--- config.mk ---
export PLATFORM = sky130hd
export DESIGN_NAME = bk_pipe_accum
export DESIGN_NICKNAME = d
export VERILOG_FILES = /design/src/rtl/bk_pipe_accum.sv
export SDC_FILE = /design/constraint.sdc
export NUM_CORES = 1
export LEC_CHECK = 0
export BUFFER_PORTS_ARGS = -buffer_cell sky130_fd_sc_hd__buf_2
export CAP_MARGIN = 20
export CORE_ASPECT_RATIO = 1.2
export CORE_MARGIN = 2
export CORE_UTILIZATION = 55
export DETAILED_ROUTE_END_ITERATION = 7
export PLACE_DENSITY = 0.79
export SYNTH_ARGS = -nofsm -noshare
export SYNTH_HDL_FRONTEND = slang
export SYNTH_SLANG_ARGS = --single-unit
--- constraint.sdc ---
create_clock -name clk -period 2.17 [get_ports clk]
set_clock_uncertainty 0.2 [all_clocks]
set_input_delay 0.1085 -clock clk [delete_from_list [all_inputs] [get_ports clk]]
set_output_delay 0.1085 -clock clk [all_outputs]
set_load 0.1 [all_outputs]
--- src/rtl/bk_pipe_accum.sv ---
// Two-stage pipelined Brent-Kung adder with accumulator, saturation and valid/ready on both sides.
// Define BK_PIPE_ACCUM_APPROX_EN to make the low APPROX_BITS a lower-part OR adder.
module bk_pipe_accum #(
  parameter int WIDTH       = 16,
  parameter int APPROX_BITS = 4,
  parameter int SAT         = 0
) (
  input  logic             clk,
  input  logic             rst_n,
  input  logic             in_valid,
  output logic             in_ready,
  input  logic [WIDTH-1:0] in_a,
  input  logic [WIDTH-1:0] in_b,
  input  logic             in_acc,
  input  logic             acc_clr,
  output logic             out_valid,
  input  logic             out_ready,
  output logic [WIDTH-1:0] out_sum,
  output logic             out_cout,
  output logic [WIDTH-1:0] acc_q
);
  // Handshake: a beat transfers on a rising edge where valid && ready are both high;
  // the producer holds valid and data stable until that edge.

`ifdef BK_PIPE_ACCUM_APPROX_EN
  localparam bit USE_APPROX = 1'b1;
`else
  localparam bit USE_APPROX = 1'b0;
`endif
  localparam int AB  = USE_APPROX ? APPROX_BITS : 0;
  localparam int LOG = $clog2(WIDTH);

  logic             r_s1_valid;
  logic             r_s1_acc;
  logic [WIDTH-1:0] r_s1_pv;
  logic [WIDTH-1:0] r_s1_gp;
  logic [WIDTH-1:0] r_s1_gg;
  logic             r_out_valid;
  logic [WIDTH-1:0] r_out_sum;
  logic             r_out_cout;
  logic [WIDTH-1:0] r_acc;

  logic             w_out_free;
  logic             w_s1_adv;
  logic             w_in_fire;
  logic             w_load_out;
  logic [WIDTH-1:0] w_b_eff;
  logic [WIDTH-1:0] w_pv;
  logic [WIDTH-1:0] w_up_p;
  logic [WIDTH-1:0] w_up_g;
  logic [WIDTH-1:0] w_dn_g;
  logic [WIDTH-1:0] w_c;
  logic [WIDTH-1:0] w_sum_raw;
  logic [WIDTH-1:0] w_sum;
  logic             w_cout;

  assign w_out_free = !r_out_valid || out_ready;
  assign w_s1_adv   = !r_s1_valid || w_out_free;
  // An accumulate beat in S1 blocks intake so the next beat never sees a stale acc_q.
  assign in_ready   = w_s1_adv && !(r_s1_valid && r_s1_acc);
  assign w_in_fire  = in_valid && in_ready;
  assign w_load_out = r_s1_valid && w_out_free;

  // S1: operand select, bitwise p/g and up-sweep. Approximate low bits feed the tree
  // with p=0 so only the carry a&b of the top approximate bit enters the upper part.
  always_comb begin
    logic [WIDTH-1:0] w_tp;
    logic [WIDTH-1:0] w_tg;
    w_b_eff = in_acc ? (acc_clr ? '0 : r_acc) : in_b;
    w_pv    = '0;
    w_tp    = '0;
    w_tg    = '0;
    for (int i = 0; i < WIDTH; i++) begin
      if (i < AB) begin
        w_pv[i] = in_a[i] | w_b_eff[i];
        if (i == AB - 1) w_tg[i] = in_a[i] & w_b_eff[i];
      end else begin
        w_pv[i] = in_a[i] ^ w_b_eff[i];
        w_tp[i] = in_a[i] ^ w_b_eff[i];
        w_tg[i] = in_a[i] & w_b_eff[i];
      end
    end
    for (int l = 0; l < LOG; l++) begin
      for (int i = (1 << (l + 1)) - 1; i < WIDTH; i += (1 << (l + 1))) begin
        w_tg[i] = w_tg[i] | (w_tp[i] & w_tg[i - (1 << l)]);
        w_tp[i] = w_tp[i] & w_tp[i - (1 << l)];
      end
    end
    w_up_p = w_tp;
    w_up_g = w_tg;
  end

  // S2: down-sweep completes every prefix carry, then sum and saturation.
  always_comb begin
    logic [WIDTH-1:0] w_tg;
    w_tg = r_s1_gg;
    for (int l = LOG - 2; l >= 0; l--) begin
      for (int i = 3 * (1 << l) - 1; i < WIDTH; i += (1 << (l + 1))) begin
        w_tg[i] = w_tg[i] | (r_s1_gp[i] & w_tg[i - (1 << l)]);
      end
    end
    w_dn_g = w_tg;
  end

  assign w_c    = {w_dn_g[WIDTH-2:0], 1'b0};
  assign w_cout = w_dn_g[WIDTH-1];

  always_comb begin
    w_sum_raw = '0;
    for (int i = 0; i < WIDTH; i++) begin
      w_sum_raw[i] = (i < AB) ? r_s1_pv[i] : (r_s1_pv[i] ^ w_c[i]);
    end
    w_sum = ((SAT != 0) && w_cout) ? '1 : w_sum_raw;
  end

  always_ff @(posedge clk or negedge rst_n) begin
    if (!rst_n) begin
      r_s1_valid <= 1'b0;
      r_s1_acc   <= 1'b0;
      r_s1_pv    <= '0;
      r_s1_gp    <= '0;
      r_s1_gg    <= '0;
    end else if (w_s1_adv) begin
      r_s1_valid <= w_in_fire;
      if (w_in_fire) begin
        r_s1_acc <= in_acc;
        r_s1_pv  <= w_pv;
        r_s1_gp  <= w_up_p;
        r_s1_gg  <= w_up_g;
      end
    end
  end

  always_ff @(posedge clk or negedge rst_n) begin
    if (!rst_n) begin
      r_out_valid <= 1'b0;
      r_out_sum   <= '0;
      r_out_cout  <= 1'b0;
    end else if (w_load_out) begin
      r_out_valid <= 1'b1;
      r_out_sum   <= w_sum;
      r_out_cout  <= w_cout;
    end else if (out_ready) begin
      r_out_valid <= 1'b0;
    end
  end

  // Clear wins over a simultaneous accumulate load; the loaded result is still emitted.
  always_ff @(posedge clk or negedge rst_n) begin
    if (!rst_n) begin
      r_acc <= '0;
    end else if (acc_clr) begin
      r_acc <= '0;
    end else if (w_load_out && r_s1_acc) begin
      r_acc <= w_sum;
    end
  end

  assign out_valid = r_out_valid;
  assign out_sum   = r_out_sum;
  assign out_cout  = r_out_cout;
  assign acc_q     = r_acc;

endmodule

; After elaboration in Yosys (flattened, before gate mapping)
; Index checks and enable logic that the tools add are counted.
[totals]
reg_bits = 83
latchBits = 0
mem_bits_rw = 0
romBits = 0
input_bits = 38
output_inout_bits = 35
wordCells = 141
n_memories = 0
[classes]
n_addsub = 0
n_mul = 0
div_mod_pow = 0
n_lt_le_gt_ge = 0
n_eq_ne = 0
shifts = 0
n_mux = 6
n_bitwise = 113
n_reduce_logical = 13
[ops]
columns = cell, count
row1 = 16-bit 2-to-1 mux, 4
row2 = 1-bit bitwise AND, 56
row3 = 1-bit XOR, 31
row4 = 1-bit OR, 26
row5 = 1-bit logical AND, 5
row6 = 2-bit nonzero test, 2
row7 = 1-bit zero test, 3
row8 = 1-bit logical OR, 2
row9 = 1-bit 2-to-1 mux, 2
row10 = 2-bit AND reduction, 1

; Depth between registers and ports, before layout
; Gate-level depths: netlist of run 1.
[logic_depth]
depth_word = 11
ltp_mapped = 10
mapped_depth_nobuf = 8

; Worst setup path before layout of run 1
; OpenSTA, ideal clock, no wires.
[synth_timing]
kind = register to output
start = reg r_out_valid (netlist: out_valid)
end = out in_ready
arrival_time_ns = 3.162
path_slack_ns = -1.300
stages_incl_launch_ff = 3
n_path_buf = 0
path_cell_list = dfrtp_1 -> nor2b_1 -> o21ai_0
[synth_between]
elab_chain_cells = 4
[synth_lines]
columns = item, line
row1 = "start, declared", 38  ; logic r_out_valid;
row2 = "start signal, assigned", 136  ; r_out_valid <= 1'b0;
row3 = "start signal, assigned", 140  ; r_out_valid <= 1'b1;
row4 = "start signal, assigned", 144  ; r_out_valid <= 1'b0;
row5 = 1-bit zero test, 57  ; assign w_out_free = !r_out_valid || out_ready;
row6 = 1-bit logical OR, 57
row7 = 1-bit logical OR, 58  ; assign w_s1_adv = !r_s1_valid || w_out_free;
row8 = 1-bit logical AND, 60  ; assign in_ready = w_s1_adv && !(r_s1_valid && r_s1_acc);
row9 = "end, declared", 11  ; output logic in_ready,
; No other way between the ends.

; Worst setup path after layout of run 1
[layout_timing]
start = reg r_acc[9] (netlist: acc_q[9])
end = reg r_s1_gg[15]
[layout_between]
elab_chain_cells = 10
word_cells_on_any_way = 15
classes_between = 2 x mux / 13 x bitwise
[layout_lines]
columns = item, line
row1 = "start, declared", 41  ; logic [WIDTH-1:0] r_acc;
row2 = "start signal, assigned", 155  ; r_acc <= w_sum;
row3 = 16-bit 2-to-1 mux (*) (2 in series), 69  ; w_b_eff = in_acc ? (acc_clr ? '0 : r_acc) : in_b;
row4 = 1-bit XOR (*), --
row5 = named net w_pv[9], 48  ; logic [WIDTH-1:0] w_pv;
row6 = 1-bit bitwise AND, 85  ; w_tg[i] = w_tg[i] | (w_tp[i] & w_tg[i - (1 << l)]);
row7 = 1-bit OR, 85
row8 = 1-bit bitwise AND, 85
row9 = 1-bit OR, 85
row10 = 1-bit bitwise AND, 85
row11 = 1-bit OR, 85
row12 = 1-bit OR (*), 85
row13 = "end signal, assigned", 129  ; r_s1_gg <= w_up_g;
row14 = "end, declared", 37  ; logic [WIDTH-1:0] r_s1_gg;
; The timed path passes the listed nets; every way through them passes the cells marked *.
; A chain may end at the register's enable or synchronous reset.

==> results of run 1 <==
registers in the layout, indices dropped and copies added, names as in the netlist:
register / cells
acc_q: 16
out_sum: 16
r_s1_gg: 16
r_s1_pv: 16
r_s1_gp: 4
out_cout: 1
out_valid: 1
r_s1_acc: 1
r_s1_valid: 1
critical path, stage by stage, from the launching register on:
cell and delay (ns):
dfrtp_2 0.42, nand2_1 0.06, o21ai_0 0.09, ha_1 0.33, a21oi_1 0.22, nor2_1 0.10, a211oi_2 0.23, o221ai_1 0.16
cells in the final DEF (no fill, tap or decap), types with 12 or more instances in the layout:
cell type,netlist,final
nand2_1,136,136
buf_2,8,72
dfrtp_1,72,66
o21ai_0,30,29
ha_1,23,23
inv_1,22,22
dlygate4sd3_1,0,18
a21oi_1,17,17
nor2_1,12,12
buf_4,2,12
report_power, final:
part	internal (W)	switching [W]
Combinational	0.000939	0.00293
Sequential	0.00189	0.000391
Clock	0.000677	0.000512
Total	0.00351	0.00384
timing repair:
item,4_1_cts,5_1_grt
setup endpoints to repair,0,1
resized for setup,0,1
hold endpoints to repair,58,0
hold buffers,18,0
layout make-up:
class                      instances  share of cell area [%]
sequential                        72                    40.5
multi-input combinational        277                    35.8
timing repair buffer             103                    14.5
clock buffer                      11                    3.16
tap                               85                    2.38
inverter                          22                    1.85
clock inverter                     5                    1.79
synth_stat cells, drive strengths merged:
| cell | count |
|---|---|
| nand2 | 137 |
| dfrtp | 72 |
| and3 | 1 |
| nor2b | 10 |
| mux2i | 7 |
| o211ai | 1 |
| nand2b | 2 |
| a211oi | 2 |
| inv | 22 |
| xnor2 | 2 |
| o221ai | 1 |
| clkbuf | 2 |
| o21ai | 37 |
| ha | 23 |
| a21o | 5 |
| mux2 | 11 |
| nand3b | 1 |
| buf | 14 |
| nand3 | 1 |
| nor2 | 12 |
| xor2 | 6 |
| a21oi | 18 |
kinds of logic (layout without fill, tap and decap cells):
kind of cell               count (synthesis)  after routing  synth area share (%)
xor gates and xnor gates                   8              8                  1.96
AOI/OAI and AO/OA                         64             64                  10.1
DFF                                       72             72                  50.4
and+or+nand+nor                          164            164                  18.8
muxes                                     18             18                  5.42
buffers and inverters                     38            141                  5.32
adders and majority gates                 23             23                  8.04
stage by stage:
step	instance area (um2)	total power, W	hold slack, ns	cells
3_5_place_dp	4070	0.00613	0.0533	541
4_1_cts	4470	0.00735	0.0233	575
5_1_grt	4470	0.00773	0.0370	575
3_3_place_gp	4070	0.00602	0.0591	541
2_1_floorplan	3600	0.00540	-0.387	387
6_report	4470	0.00734	0.0266	575
layer usage:
layer	vias to the layer above	part of all wire, %
met1	1514	40
met4	0	2.8
li1	1449	-
met2	109	53
met5	-	0
met3	24	4.8
worst max path at each step:
| stage | from | depth (start not counted) | slack [ns] | to |
|---|---|---|---|---|
| finish | acc_q[9] | 7 | 0.23 | r_s1_gg[15] |
| global placement | in_acc | 10 | 0.22 | r_s1_gg[15] |
| global route | acc_q[9] | 7 | 0.09 | r_s1_gg[15] |
| floorplan | acc_q[11] | 7 | 0.004 | r_s1_gg[15] |
| CTS | acc_q[9] | 7 | 0.13 | r_s1_gg[15] |
| detailed placement | acc_clr | 10 | 0.10 | r_s1_gg[15] |
==> results.py, run 1 <==
metrics = {
    "layout": {
        "regArea_mm2": 0.00181,
        "final_util_pct": 70.2,
        "fillCellCount": 501,
        "antenna_cells": 0,
        "area_growth_pct": 25.0,
        "drive_above_1_share_pct": 25.7,
        "multi_input_area_mm2": 0.00160,
        "final_nets": 546,
    },
    "die": {
        "fp.dieW_um": 77.6,
        "start_util_pct": 56.2,
        "core_area_mm2": 0.00637,
        "io-pin-count": 73,
        "core.rowCount": 32,
        "die_h_um": 92.3,
        "die-area_mm2": 0.00717,
    },
    "worst_hold_path": {
        "hold_class": "in2reg",
        "hp-start": "in_acc",
        "hold_depth": 4,
        "hold_path_end": "r_s1_acc",
    },
    "timing": {
        "tightest_slew_ns": 0.854,
        "finalMaxSlewViolations": 0,
        "setup_viol": 0,
        "min_period_ns": 1.94,
        "period_share_pct": 89.6,
        "fmax_mhz": 514,
        "setup_ws_ns": 0.225,
        "final-hold-violation-count": 0,
        "tns_ns": 0,
        "slew_headroom_pct": 43.1,
        "grt_setup_unrepaired": "no",
    },
    "cts": {
        "clock-sinks": 72,
        "insertion_delay_ns": 0.35,
        "h-tree-depth": 3,
        "clock-root-buffer": "clkbuf_8",
        "cts_tree": "yes",
        "post_cts_buffers": 0,
        "ctsLongestPathBuffers": 2,
        "cts_made_buffers": 9,
        "cts.clk_slew.worst_paths_ns": 0.07,
    },
    "run_status": {
        "status": "finished clean",
    },
    "grt": {
        "use_met2_pct": 46.0,
        "grtUsageMet1_pct": 31.8,
        "grt_use_total_pct": 26.7,
        "grt_pass1_wl_mm": 14.5,
        "met3_usage_pct": 6.14,
        "grt_max_degree": 37,
        "grt-busiest-layer": "met2",
        "antenna_found_initial": 0,
        "first_global_vias": 3050,
        "gr-total-overflow": 0,
    },
    "placed_design": {
        "post-dp-hpwl_mm": 6.16,
        "globalplace.congestion": 0.927,
        "place_ws_ns": 0.104,
        "io_buffer_count": 72,
    },
    "yosys": {
        "ys_warn_count": 0,
        "synth_cells": 387,
        "synth_area_mm2": 0.00358,
        "ys_top_cells_by_area": "dfrtp_1 (50%), nand2_1 (14%), ha_1 (8.0%)",
        "avgSynthCellArea_um2": 9.24,
        "ys_seq_area_share_pct": 50.4,
        "ys_ff_latch": 72,
        "post-synth-top-area-cell": "dfrtp_1",
        "yosysUniqueCellTypes": 30,
        "synthesis.nets": 448,
        "synth_top_area_share_pct": 50.4,
    },
    "drt": {
        "finalWirelength_mm": 9.06,
        "drtAntennaViolNets": 0,
        "remaining_drc_errors": 0,
        "wl_per_cell_um": 15.8,
        "via_per_inst": 5.38,
        "dr.pass1.iters": 5,
        "drt_iter0_markers": 193,
        "vias": 3096,
    },
    "flow_run": {
        "cap_violations": 0,
    },
    "critical_path": {
        "r2r_slack_ns": 0.23,
        "cp-start-kind": "flop",
        "crit_path_max_fanout": 3,
        "end_kind": "flop",
        "r2r_end": "r_s1_gg[15]",
        "required_ns": 2.19,
        "reg2reg_from": "acc_q[9]",
        "arrival_ns": 1.97,
        "ff2ff_path_depth": 7,
        "critPathKind": "reg2reg",
    },
    "power": {
        "vdd_ir_drop_max_mv": 0.963,
        "power_density_mw_per_mm2": 1640,
        "p_leak_nw": 2.34,
    },
}
Note: power is estimated with default switching activity, not from simulation.
==> run 2, diff against run 1 <==
CORE_UTILIZATION = 59   (was 55)
PLACE_DENSITY = 0.95   (was 0.79)
clock period = 2.5 ns   (was 2.17 ns; I/O delays follow)
==> results.py, run 2 (synthesized netlist as in run 1, its figures left out) <==
metrics = {
    "die": {
        "die_h_um": 89.3,
        "core_area_mm2": 0.00593,
        "fp.dieW_um": 75.1,
        "die-area_mm2": 0.00670,
        "start_util_pct": 60.3,
        "io-pin-count": 73,
        "core.rowCount": 31,
    },
    "power": {
        "pwr-share-seq_pct": 29.8,
        "p_int_w": 0.00323,
        "p_leak_nw": 2.34,
        "p_comb_share_pct": 51.3,
        "swShare_pct": 51.2,
        "vdd_ir_drop_max_mv": 0.912,
        "p_clk_share_pct": 18.8,
        "p_switching_w": 0.00339,
        "power_density_mw_per_mm2": 1490,
    },
    "drt": {
        "vias": 3230,
        "remaining_drc_errors": 0,
        "drtAntennaViolNets": 0,
        "finalWirelength_mm": 9.69,
        "dr.pass1.iters": 6,
        "via_per_inst": 5.71,
        "drt_iter0_markers": 279,
        "wl_per_cell_um": 17.1,
    },
    "run_status": {
        "status": "finished clean",
    },
    "grt": {
        "grt_use_total_pct": 30.8,
        "use_met2_pct": 50.3,
        "met3_usage_pct": 7.22,
        "grtUsageMet1_pct": 35.8,
        "grt-busiest-layer": "met2",
        "first_global_vias": 3224,
        "grt_max_degree": 28,
        "grt_pass1_wl_mm": 15.0,
        "antenna_found_initial": 0,
        "gr-total-overflow": 0,
    },
    "layout": {
        "layout_commonest_cell": "nand2_1",
        "final-instance-count-excl-fill": 566,
        "multi_input_area_mm2": 0.00159,
        "area_growth_pct": 23.9,
        "final_nets": 540,
        "fillCellCount": 368,
        "drive_above_1_share_pct": 23.8,
        "regArea_mm2": 0.00180,
        "antenna_cells": 0,
        "final_cell_mix": "nand2_1 (136), dfrtp_1 (72), buf_2 (72), o21ai_0 (29), ha_1 (23)",
    },
    "timing": {
        "grt_setup_unrepaired": "no",
        "final-hold-violation-count": 0,
        "finalMaxSlewViolations": 0,
        "tightest_slew_ns": 0.604,
        "min_period_ns": 2.11,
        "period_share_pct": 84.6,
        "tns_ns": 0,
        "slew_headroom_pct": 59.6,
        "setup_viol": 0,
        "fmax_mhz": 473,
    },
    "placed_design": {
        "post-dp-hpwl_mm": 6.08,
        "place_inst": 534,
        "globalplace.congestion": 0.852,
        "io_buffer_count": 72,
    },
    "worst_hold_path": {
        "hold_depth": 4,
        "hold_path_end": "r_s1_pv[7]",
        "hold_class": "in2reg",
        "hp-start": "in_a[7]",
    },
    "critical_path": {
        "cp-start-kind": "flop",
        "crit_path_max_fanout": 3,
        "worstSetupPathDepth": 7,
        "path_cells": "nand2_1 -> o21ai_0 -> ha_1 -> a21oi_1 -> o21ai_0 -> a21oi_1 -> o221ai_1",
        "reg2reg_from": "acc_q[5]",
        "critPathSlowestCell": "dfrtp_1",
        "arrival_ns": 2.13,
        "cp_slowest_stage_delay_ns": 0.40,
        "crit_buf_inv": 0,
        "r2r_slack_ns": 0.39,
        "critPathKind": "reg2reg",
        "ff2ff_path_depth": 7,
        "end_kind": "flop",
        "required_ns": 2.52,
        "r2r_end": "r_s1_gg[15]",
        "path_delay_family": "compound AO/OA/AOI/OAI gates",
    },
    "cts": {
        "ctsLongestPathBuffers": 2,
        "cts.clk_slew.worst_paths_ns": 0.08,
        "clock-root-buffer": "clkbuf_8",
        "clock-sinks": 72,
        "cts_made_buffers": 9,
        "insertion_delay_ns": 0.36,
        "cts_resized": 0,
        "cts_tree": "yes",
        "h-tree-depth": 3,
    },
    "flow_run": {
        "cap_violations": 0,
    },
}
## run 2: changes by cell type in the layout (fill, tap and decap cells not counted), sizes merged
cell	change
buf	-4
clkinvlp	-1
clkinv	-1
bufinv	+2
dlygate4sd3	-2
## run 2: timing repair
action / 4_1_cts / 5_1_grt
endpoints found under the hold margin: 47 / 0
buffers inserted: 0 / 0
hold buffers: 16 / 0
## run 2: final cells by class
type                            count  share of cell area, %
Clock buffer                       11                   3.19
Clock inverter                      5                   2.88
Sequential cell                    72                   40.6
Multi-Input combinational cell    277                   35.8
Timing Repair Buffer               97                   13.3
Tap cell                           82                   2.31
Inverter                           22                   1.86
## run 2: power by group through the flow
| stage | combinational (W) | sequential (W) | clock (W) |
|---|---|---|---|
| finish | 0.00340 | 0.00197 | 0.00124 |
| global route | 0.00359 | 0.00203 | 0.00130 |
| CTS | 0.00337 | 0.00196 | 0.00125 |
| detailed placement | 0.00331 | 0.00198 | 0 |
| global placement | 0.00322 | 0.00195 | 0 |
| floorplan | 0.00128 | 0.00339 | 0 |
## run 2: worst max-delay path by stage
stage               startpoint  slack (ns)           to
floorplan             acc_q[9]        0.26  r_s1_gg[15]
global placement        in_acc        0.55  r_s1_gg[15]
detailed placement      in_acc        0.44  r_s1_gg[15]
CTS                   acc_q[5]        0.41  r_s1_gg[15]
global route          acc_q[5]        0.31  r_s1_gg[15]
finish                acc_q[5]        0.39  r_s1_gg[15]
## run 2: per-layer routing
metal  share of wire (%)  wire length, um  vias up
met3                 7.6              737       55
met4                 5.2              507        0
met1                  37             3630     1537
met2                  50             4810      198
met5                   0                0        -
li1                    -                -     1440
## run 2: stage by stage
step	setup WS, ns	hold WS (ns)	util (%)	cell area (um2)	total power [W]
2_1_floorplan	0.255	-0.371	-	3580	0.00467
3_3_place_gp	0.548	-0.0566	67.5	4000	0.00517
3_5_place_dp	0.442	-0.0447	67.5	4000	0.00529
4_1_cts	0.414	0.00235	74.7	4430	0.00658
5_1_grt	0.307	0.0147	74.7	4430	0.00691
6_report	0.385	0.0201	74.7	4430	0.00661
## run 2: worst min-delay path, cell delays in order
cell and delay [ns]:
buf_2 0.10, ha_1 0.19, nand2_1 0.06, nand2_1 0.07
